### config.mk
export PLATFORM = sky130hd
export DESIGN_NAME = pipe_hazard_ctrl
export DESIGN_NICKNAME = d
export VERILOG_FILES = /design/src/rtl/pipe_ctrl_pkg.sv /design/src/rtl/sat_counter.sv /design/src/rtl/pipe_hazard_ctrl.sv
export SDC_FILE = /design/constraint.sdc
export NUM_CORES = 1
export LEC_CHECK = 0
export BUFFER_PORTS_ARGS = -buffer_cell sky130_fd_sc_hd__buf_2
export CAP_MARGIN = 20
export CORE_ASPECT_RATIO = 0.75
export CORE_UTILIZATION = 45
export CTS_CLUSTER_DIAMETER = 200
export DETAILED_ROUTE_END_ITERATION = 10
export MAX_ROUTING_LAYER = met4
export PLACE_DENSITY = 0.78
export SLEW_MARGIN = 25
export SYNTH_ARGS = -nofsm -noshare
export SYNTH_HDL_FRONTEND = slang
export SYNTH_SLANG_ARGS = --single-unit
export TNS_END_PERCENT = 100
### constraint.sdc
create_clock -name clk -period 6.5 [get_ports clk]
set_input_delay 1.3 -clock clk [delete_from_list [all_inputs] [get_ports clk]]
set_output_delay 1.3 -clock clk [all_outputs]
set_load 0.05 [all_outputs]
### src/rtl/pipe_ctrl_pkg.sv
// Shared types for the RVX10-P pipeline control: forwarding selects, FSM states, result codes.
package pipe_ctrl_pkg;

  typedef enum logic [1:0] {
    FWD_RF  = 2'b00,
    FWD_WB  = 2'b01,
    FWD_MEM = 2'b10
  } fwd_sel_e;

  typedef enum logic {
    RUN  = 1'b0,
    WAIT = 1'b1
  } ctrl_state_e;

  localparam logic [1:0] RESULT_LOAD = 2'b01;

  // MEM stage wins over WB because it holds the younger write to the same register.
  function automatic fwd_sel_e fwd_sel(input logic [4:0] rs, input logic [4:0] rd_m,
                                       input logic [4:0] rd_w, input logic we_m,
                                       input logic we_w);
    if (we_m && (rd_m != 5'd0) && (rd_m == rs))      return FWD_MEM;
    else if (we_w && (rd_w != 5'd0) && (rd_w == rs)) return FWD_WB;
    else                                             return FWD_RF;
  endfunction

endpackage

### src/rtl/sat_counter.sv
// Saturating up-counter; increments one cycle after inc, holds at all-ones, no backpressure.
module sat_counter #(
  parameter int W = 32
) (
  input  logic         clk,
  input  logic         reset,
  input  logic         inc,
  output logic [W-1:0] q
);

  logic [W-1:0] q_q;
  logic [W-1:0] q_d;

  always_comb begin
    q_d = q_q;
    if (inc && (q_q != {W{1'b1}})) q_d = q_q + W'(1);
  end

  always_ff @(posedge clk or negedge reset) begin
    if (!reset) q_q <= '0;
    else        q_q <= q_d;
  end

  assign q = q_q;

endmodule

### src/rtl/pipe_hazard_ctrl.sv
// Hazard/sequencing control for the 5-stage pipeline: forwarding, stall/flush, dmem wait with timeout.
// Stall/flush/forward are same-cycle combinational; mem_err and counters update on the next edge.
module pipe_hazard_ctrl
  import pipe_ctrl_pkg::*;
#(
  parameter int TIMEOUT = 16,
  parameter int CNT_W   = 32
) (
  input  logic             clk,
  input  logic             reset,
  input  logic [4:0]       Rs1D,
  input  logic [4:0]       Rs2D,
  input  logic [4:0]       Rs1E,
  input  logic [4:0]       Rs2E,
  input  logic [4:0]       RdE,
  input  logic [4:0]       RdM,
  input  logic [4:0]       RdW,
  input  logic [1:0]       ResultSrcE,
  input  logic             RegWriteM,
  input  logic             RegWriteW,
  input  logic             PCSrcE,
  input  logic             MemReqM,
  input  logic             dmem_ready,
  output logic [1:0]       ForwardAE,
  output logic [1:0]       ForwardBE,
  output logic             StallF,
  output logic             StallD,
  output logic             StallE,
  output logic             StallM,
  output logic             FlushD,
  output logic             FlushE,
  output logic             FlushW,
  output logic             mem_err,
  output logic [CNT_W-1:0] stall_cycles,
  output logic [CNT_W-1:0] flush_events
);

  localparam int WCW = $clog2(TIMEOUT + 1);

  ctrl_state_e    state_q, state_d;
  logic [WCW-1:0] wait_cnt_q, wait_cnt_d;
  logic           mem_err_q, mem_err_d;

  logic lw_stall;
  logic timeout_hit;
  logic mem_stall;
  logic flush_inc;

  assign ForwardAE = fwd_sel(Rs1E, RdM, RdW, RegWriteM, RegWriteW);
  assign ForwardBE = fwd_sel(Rs2E, RdM, RdW, RegWriteM, RegWriteW);

  assign lw_stall    = (ResultSrcE == RESULT_LOAD) && (RdE != 5'd0) &&
                       ((RdE == Rs1D) || (RdE == Rs2D));
  assign timeout_hit = (state_q == WAIT) && (wait_cnt_q == WCW'(TIMEOUT));
  assign mem_stall   = MemReqM && !dmem_ready && !timeout_hit;

  always_comb begin
    state_d    = state_q;
    wait_cnt_d = wait_cnt_q;
    mem_err_d  = mem_err_q;
    case (state_q)
      RUN: begin
        if (mem_stall) begin
          state_d    = WAIT;
          wait_cnt_d = WCW'(1);
        end
      end
      default: begin
        if (dmem_ready) begin
          state_d    = RUN;
          wait_cnt_d = '0;
        end else if (timeout_hit) begin
          // Release the pipeline with undefined load data and flag it.
          state_d    = RUN;
          wait_cnt_d = '0;
          mem_err_d  = 1'b1;
        end else if (!MemReqM) begin
          state_d    = RUN;
          wait_cnt_d = '0;
        end else begin
          wait_cnt_d = wait_cnt_q + WCW'(1);
        end
      end
    endcase
  end

  always_ff @(posedge clk or negedge reset) begin
    if (!reset) begin
      state_q    <= RUN;
      wait_cnt_q <= '0;
      mem_err_q  <= 1'b0;
    end else begin
      state_q    <= state_d;
      wait_cnt_q <= wait_cnt_d;
      mem_err_q  <= mem_err_d;
    end
  end

  // A frozen EX stage hides lwStall/PCSrcE until the memory access releases.
  always_comb begin
    StallF = 1'b0;
    StallD = 1'b0;
    StallE = 1'b0;
    StallM = 1'b0;
    FlushD = 1'b0;
    FlushE = 1'b0;
    FlushW = 1'b0;
    if (!reset) begin
      FlushD = 1'b1;
      FlushE = 1'b1;
      FlushW = 1'b1;
    end else if (mem_stall) begin
      StallF = 1'b1;
      StallD = 1'b1;
      StallE = 1'b1;
      StallM = 1'b1;
      FlushW = 1'b1;
    end else if (PCSrcE) begin
      FlushD = 1'b1;
      FlushE = 1'b1;
    end else if (lw_stall) begin
      StallF = 1'b1;
      StallD = 1'b1;
      FlushE = 1'b1;
    end
  end

  assign flush_inc = reset && !mem_stall && PCSrcE;
  assign mem_err   = mem_err_q;

  sat_counter #(.W(CNT_W)) u_stall_cnt (
    .clk   (clk),
    .reset (reset),
    .inc   (StallF),
    .q     (stall_cycles)
  );

  sat_counter #(.W(CNT_W)) u_flush_cnt (
    .clk   (clk),
    .reset (reset),
    .inc   (flush_inc),
    .q     (flush_events)
  );

endmodule

== Word level (Yosys, flattened, before mapping) ==
Index checks and enable logic that the tools add are counted.

* Output and inout bits: 76
* Input bits: 44
* Register bits after elaboration: 71

* Bitwise gates (word level): 1
* Add/sub/neg operators: 3
* Multiplexer cells: 26
* Eq/ne operators: 10
* Reduce and logical (&&, ||, !) cells: 24

{| class="wikitable"
|+ Operators by type and width
! kind !! count
|-
| adder 32 x 1 -> 32 bit (second input constant) || 2
|-
| inequality test 32 bit (second input constant) || 2
|-
| equality test 5 bit || 6
|-
| 2-to-1 mux 5 bit || 5
|-
| 2-to-1 mux 1 bit || 19
|-
| logical AND 1 bit || 15
|-
| nonzero test 5 bit || 3
|-
| adder 5 x 1 -> 5 bit (second input constant) || 1
|-
| equality test 5 bit (second input constant) || 1
|-
| 2-to-1 mux 2 bit || 2
|-
| zero test 1 bit || 3
|-
| AND reduction 3 bit || 1
|-
| equality test 2 x 1 -> 1 bit (second input constant) || 1
|-
| nonzero test 2 bit || 1
|-
| logical OR 1 bit || 1
|-
| NOT 1 bit || 1
|}

== Logic depth before layout (Yosys ltp) ==
Gate-level depths: netlist (run 1).

* Word-level depth: 8
* Depth in mapped cells: 9
* Mapped depth without buffers: 8

== Hierarchy ==
A second synthesis (run 1) with hierarchy kept.

* Cell total of the unflattened synthesis: 401
* Area, all modules: 4073.9 um^2

{| class="wikitable"
|+ By module, submodules not included
! module !! area each (um^2) !! times used !! cells each !! sequential area each (um^2)
|-
| sat_counter || 1624.1 || 2 || 151 || 800.8
|-
| pipe_hazard_ctrl || 825.8 || 1 || 99 || 175.2
|}

== Worst setup path after synthesis (run 1) ==
No wires, ideal clock.

* Path kind: input port to output port
* Start point: input RdM[1]
* End point: output ForwardAE[0]
* Cell stages on the path: 4
* Setup slack: 1.323 ns
* Data arrival time: 3.877 ns
* Path buffers: 0
* Cell sequence: or4_1 o21ai_0 nor4_1 nor4_1

* Word-level cells in the longest chain between the ends: 4

{| class="wikitable"
|+ RTL lines
! item !! line !! text
|-
| start: declaration || pipe_hazard_ctrl.sv:16 || <nowiki>input logic [4:0] RdM,</nowiki>
|-
| nonzero test 5 bit || pipe_ctrl_pkg.sv:21 || <nowiki>if (we_m && (rd_m != 5'd0) && (rd_m == rs)) return FWD_MEM;</nowiki>
|-
| logical AND 1 bit || pipe_ctrl_pkg.sv:21 ||
|-
| logical AND 1 bit (*) || pipe_ctrl_pkg.sv:21 ||
|-
| 2-to-1 mux 2 bit (*) || pipe_ctrl_pkg.sv:21 ||
|-
| end: declaration || pipe_hazard_ctrl.sv:24 || <nowiki>output logic [1:0] ForwardAE,</nowiki>
|}

Every way passes the cells marked *; elsewhere a longest branch is shown, timed or not.

== Worst setup path in the final report (run 1) ==
* Start point: input RdE[2]
* End point: output StallF

* Word-level cells in the longest chain between the ends: 7

{| class="wikitable"
|+ RTL lines
! item !! line !! text
|-
| start: declaration || pipe_hazard_ctrl.sv:15 || <nowiki>input logic [4:0] RdE,</nowiki>
|-
| equality test 5 bit or nonzero test 5 bit (tied branches) || pipe_hazard_ctrl.sv:53, pipe_hazard_ctrl.sv:52 ||
|-
| logical OR 1 bit or logical AND 1 bit (tied branches) || pipe_hazard_ctrl.sv:53, pipe_hazard_ctrl.sv:52 ||
|-
| logical AND 1 bit (*) || pipe_hazard_ctrl.sv:52 || <nowiki>assign lw_stall = (ResultSrcE == RESULT_LOAD) && (RdE != 5'd0) &&</nowiki>
|-
| 2-to-1 mux 1 bit (*) || pipe_hazard_ctrl.sv:121 || <nowiki>end else if (lw_stall) begin</nowiki>
|-
| 2-to-1 mux 1 bit (*) || pipe_hazard_ctrl.sv:118 || <nowiki>end else if (PCSrcE) begin</nowiki>
|-
| 2-to-1 mux 1 bit (*) || pipe_hazard_ctrl.sv:112 || <nowiki>end else if (mem_stall) begin</nowiki>
|-
| 2-to-1 mux 1 bit (*) || pipe_hazard_ctrl.sv:108 || <nowiki>if (!reset) begin</nowiki>
|-
| end: declaration || pipe_hazard_ctrl.sv:26 || <nowiki>output logic StallF,</nowiki>
|}

Marked as above.

==> impl_metrics.toml, run 1 <==
[status]
status = "complete, no violations"

[detailed_routing]
vias = 3412
dr.pass1.iters = 4
wl_per_cell_um = 14.9
drt_iter0_drc = 159
drc = 0
ant_nets = 0
routed_via_density = 5.43
wl_um = 9390

[floorplan]
fp-row-count = 29
die_width_um = 110
die_area_mm2 = 0.00915
die_h_um = 83.1
ioPinCount = 120
initial_utilization = 0.465
coreArea_mm2 = 0.00849

[power_and_ir_drop]
switchingPower_w = 0.000418
internal_power_w = 0.000925
swShare = 0.311
p_per_area_mw_per_mm2 = 271
vdd_drop_max_mv = 0.170
pwr-share-comb = 0.202
finalPower_w = 0.00134
leakage_nw = 2.50
pwr-share-seq = 0.386
pwr-share-clk = 0.411

[finish]
layout_common_cells = "buf_2, dfrtp_1, xnor2_1"
layout-drive-gt1-share = 0.308
regArea_mm2 = 0.00178
final_cells = 628
nets = 563
n_antenna_cell = 0
area_growth_pct = 25.7
layout_commonest_cell = "buf_2"
multi_input_area_mm2 = 0.00204
fillerInstances = 719

[cts]
numCtsBuffers = 9
cts_tree = "yes"
post_cts_buffers = 0
cts_resized = 0
htree_num_levels = 3
cts_root_buffer = "clkbuf_16"
hold_buffers = 0
clk_path_buf_depth = 2
clkLatencyLatePin_ns = 0.32
cts_sinks = 71
path_clk_slew_ns = 0.05

[global_routing]
antenna_found_initial = 0
overflow = 0
grt_usage = 0.222
grt_max_degree = 68
grt_pass1_vias = 3362
grt_pass1_wl_um = 15500

[logic_synthesis]
synth_cells = 393
synth_seq_area_share = 0.450
syn_area_mm2 = 0.00395
synth.largest_area_cell = "dfrtp_1"
synth_cell_types = 41
yosysTopAreaCellShare = 0.450
ys_async_sr_fraction = 1.00
synth-seq-cells = 71
synth.avg_cell_area_um2 = 10.0
synth_area_leaders = "dfrtp_1, xnor2_1, xor2_1"
synth_top_flop_cell = "dfrtp_1"
synth_nets = 441
synth-edff-count = 0
yosysWarnings = 0

[setup_path]
path_buf_inv = 3
startpoint_type = "primary input"
critPathMaxStageDelay_ns = 0.39
arrival_ns = 2.99
crit_family = "buffers and inverters"
end_kind = "primary output"
path_class = "in -> out"
cp_data_required_time_ns = 5.20
crit_chain = "buf_2 > xor2_1 > nor3_1 > a22oi_1 > o41ai_4 > buf_4 > buf_2"
critPathMostFrequentCell = "buf_2"
cp_slowest_cell = "buf_4"
critPathMaxFanout = 33

[hold_path]
holdCritPathClass = "reg -> reg"

[timing]
fin_setup_tns_ns = 0
fin_crit_sh = 0.660
tightest_slew_ns = 0.856
fmax_ghz = 0.233
fin_crit_ns = 4.29
drv_slew = 0
rsz0062_at_grt = "false"
slew_headroom = 0.429
setup_ws_ns = 2.21
skew_ns = 0.00423
finalHoldViolCount = 0
final-setup-viol-count = 0

[placed_design]
io_buffers = 119
dp.cells = 612
gp_congestion = 0.900
pre_cts_ws_ns = 2.21
dpl.hpwl_um = 6990

[run]
maxCapViolations = 0
[worst paths after layout]
kind                                  startpoint                to  slack, ns  cells after the start
worst min-delay path                     mem_err           mem_err       0.47                      1
min in group asynchronous                  reset  u_flush_cnt.q[1]       0.84                      1
worst max register to register  u_stall_cnt.q[0]  u_stall_cnt.q[1]       3.46                      7
worst min register to register           mem_err           mem_err       0.47                      1
worst max-delay path                      RdE[2]            StallF       2.21                      7
max in group asynchronous                  reset     wait_cnt_q[1]       4.53                      2
[synth_stat cells (3+ instances only)]
cell     number
nor3_1       12
xnor2_1      48
nand3_1      31
and3_1       11
nand4_1      30
and3_2        9
nand3_2       4
nor2_1       32
nor4_1       11
buf_6         3
dfrtp_1      71
nand2_1      24
inv_1        13
xor2_1       46
o21ai_0       7
buf_2         3
or4_1         5
ha_1          4
and4_1        3
[registers in the layout (all words and copies together) (netlist names)]
register	flops
wait_cnt_q	5
mem_err	1
u_stall_cnt.q	32
state_q	1
u_flush_cnt.q	32
[metal layers]
layer,GRT usage,wire length [µm],share of wire,vias to the layer above
li1,-,-,-,1625
met4,0.0778,129,0.014,0
met2,0.352,4610,0.49,140
met5,-,0,0,-
met1,0.279,4120,0.44,1631
met3,0.0510,526,0.056,16
[kinds of logic after synthesis]
logic type,synth area share
and+or+nand+nor,0.266
DFF,0.450
AOI/OAI and AO/OA,0.0222
adders and majority gates,0.0127
muxes,0.00825
buffers and inverters,0.0314
xor gates and xnor gates,0.209
[area by class of cell]
| class | instances | share of cell area |
|---|---|---|
| clock buffers | 10 | 0.0462 |
| clock inverters | 6 | 0.0220 |
| inverters | 14 | 0.0106 |
| multi-input cells | 298 | 0.412 |
| flip-flops and latches | 71 | 0.358 |
| well taps | 108 | 0.0273 |
| repair buffers | 121 | 0.123 |
[through the flow]
| stage | hold WS [ns] | util | area, µm² |
|---|---|---|---|
| after floorplan | 0.491 | - | 3950 |
| after global placement | 0.454 | 0.544 | 4620 |
| after detailed placement | 0.460 | 0.544 | 4620 |
| after CTS | 0.472 | 0.584 | 4960 |
| after global routing | 0.495 | 0.584 | 4960 |
| final | 0.467 | 0.584 | 4960 |
[power by group through the flow]
stage                     combinational, W  clock (W)  sequential, W
after floorplan                  0.0000869          0       0.000620
after global placement            0.000265          0       0.000521
after detailed placement          0.000273          0       0.000525
after CTS                         0.000273   0.000563       0.000518
after global routing              0.000290   0.000586       0.000524
final                             0.000272   0.000552       0.000519
Note: power is estimated with default switching activity, not from simulation.
==> inputs of run 2 (changes only) <==
- PLACE_DENSITY: 0.78 -> 0.81
- clock period: 6.5 -> 3.9 ns (I/O delays scaled with it)
==> run 2 against run 1 <==
Against the previous run: cell count rose by 0.32%; clock skew rose by 0.0032 ns; combinational power rose by 66%; clock power rose by 60%; critical path type unchanged; critical endpoint is now ForwardAE[0].
==> impl_metrics.toml, run 2 (synthesized netlist as in run 1, its figures left out) <==
[status]
status = "complete, no violations"

[timing]
fin_crit_sh = 0.796
final-setup-viol-count = 0
finalHoldViolCount = 0
slew_headroom = 0.520
drv_slew = 0
tightest_slew_ns = 0.716
skew_ns = 0.00743
fin_setup_tns_ns = 0
rsz0062_at_grt = "false"
fmax_ghz = 0.322
fin_crit_ns = 3.10

[floorplan]
die_h_um = 83.1
initial_utilization = 0.465
die_width_um = 110
coreArea_mm2 = 0.00849
fp-row-count = 29
die_area_mm2 = 0.00915
ioPinCount = 120

[detailed_routing]
wl_per_cell_um = 14.9
routed_via_density = 5.48
dr.pass1.iters = 6
drc = 0
ant_nets = 0
drt_iter0_drc = 224
wl_um = 9380
vias = 3451

[setup_path]
r2r-start = "u_stall_cnt.q[0]"
ff2ff_setup_slack_ns = 1.33
arrival_ns = 2.32
crit_path_start = "RdM[1]"
end_kind = "primary output"
r2r_cells = 8
crit_chain = "buf_2 > or4_1 > o21ai_0 > nor4_2 > nor4_2 > buf_2"
critPathMaxFanout = 3
cp_slowest_cell = "or4_1"
r2r_end = "u_stall_cnt.q[1]"
path_class = "in -> out"
critPathMaxStageDelay_ns = 0.50
cp_data_required_time_ns = 3.12
startpoint_type = "primary input"

[cts]
cts_root_buffer = "clkbuf_16"
post_cts_buffers = 0
numCtsBuffers = 9
hold_buffers = 0
htree_num_levels = 3
clkLatencyLatePin_ns = 0.32
cts_resized = 0
path_clk_slew_ns = 0.06
cts_sinks = 71
clk_path_buf_depth = 2
cts_tree = "yes"

[finish]
layout_common_cells = "buf_2, dfrtp_1, xnor2_1"
layout-drive-gt1-share = 0.318
final_cells = 630
n_antenna_cell = 0
layout_commonest_cell = "buf_2"
nets = 565
fin_util = 0.587
area_growth_pct = 26.4
fin_area_mm2 = 0.00499

[placed_design]
dp.cells = 614
dpl.hpwl_um = 7030
gp_congestion = 0.829
io_buffers = 119
dpl-instance-area_mm2 = 0.00466

[global_routing]
grt_max_degree = 33
grt_pass1_wl_um = 15500
antenna_found_initial = 0
overflow = 0
grt_usage = 0.222
grt_pass1_vias = 3383

[hold_path]
holdCritPathClass = "in -> async"

[power_and_ir_drop]
vdd_drop_max_mv = 0.497
leakage_nw = 2.50
finalPower_w = 0.00220
p_per_area_mw_per_mm2 = 440

[run]
maxCapViolations = 0
## run 2: cell count changes in the layout (fill, tap and decap cells not counted), sizes merged
cell / delta
clkinvlp: +1
buf: +2
bufinv: -1
clkinv: -1
clkbuf: +1
## run 2: layout make-up
class,count,area [µm²]
inverters,14,52.6
fillers,754,3500
flip-flops and latches,71,1780
well taps,108,135
clock inverters,5,81.3
repair buffers,123,628
clock buffers,11,243
multi-input cells,298,2070
## run 2: how the worst max path moves through the flow
stage,endpoint,slack (ns),depth (start not counted)
finish,ForwardAE[0],0.80,6
global route,ForwardAE[0],0.71,6
CTS,ForwardAE[0],0.78,6
detailed placement,ForwardAE[0],0.78,6
global placement,FlushE,0.84,7
floorplan,ForwardAE[0],0.44,4
## run 2: report_power, final
group | leakage (nW) | internal, W | total [W] | switching (W)
clock network | 0.156 | 0.000577 | 0.000881 | 0.000304
logic | 1.41 | 0.000131 | 0.000451 | 0.000321
registers | 0.933 | 0.000789 | 0.000863 | 0.0000738
total | 2.50 | 0.00150 | 0.00220 | 0.000698
## run 2: worst max-delay path: cells and delay by family
family / cells / cell delay [ns]
AO/OA/AOI/OAI: 1 / 0.35
buffers and inverters: 2 / 0.42
AND/OR/NAND/NOR: 3 / 0.77
## run 2: metal layers
layer  share of wire  global-route usage  vias up
met5               0                   -        -
met4           0.013              0.0574        0
met3           0.054              0.0644       10
met2            0.48               0.355      129
met1            0.46               0.276     1682
li1                -                   -     1630
## run 2: through the flow
step	hold WS (ns)	setup WS, ns
final	0.340	0.797
after detailed placement	0.469	0.783
after floorplan	0.484	0.438
after global placement	0.465	0.841
after CTS	0.338	0.783
after global routing	0.340	0.707
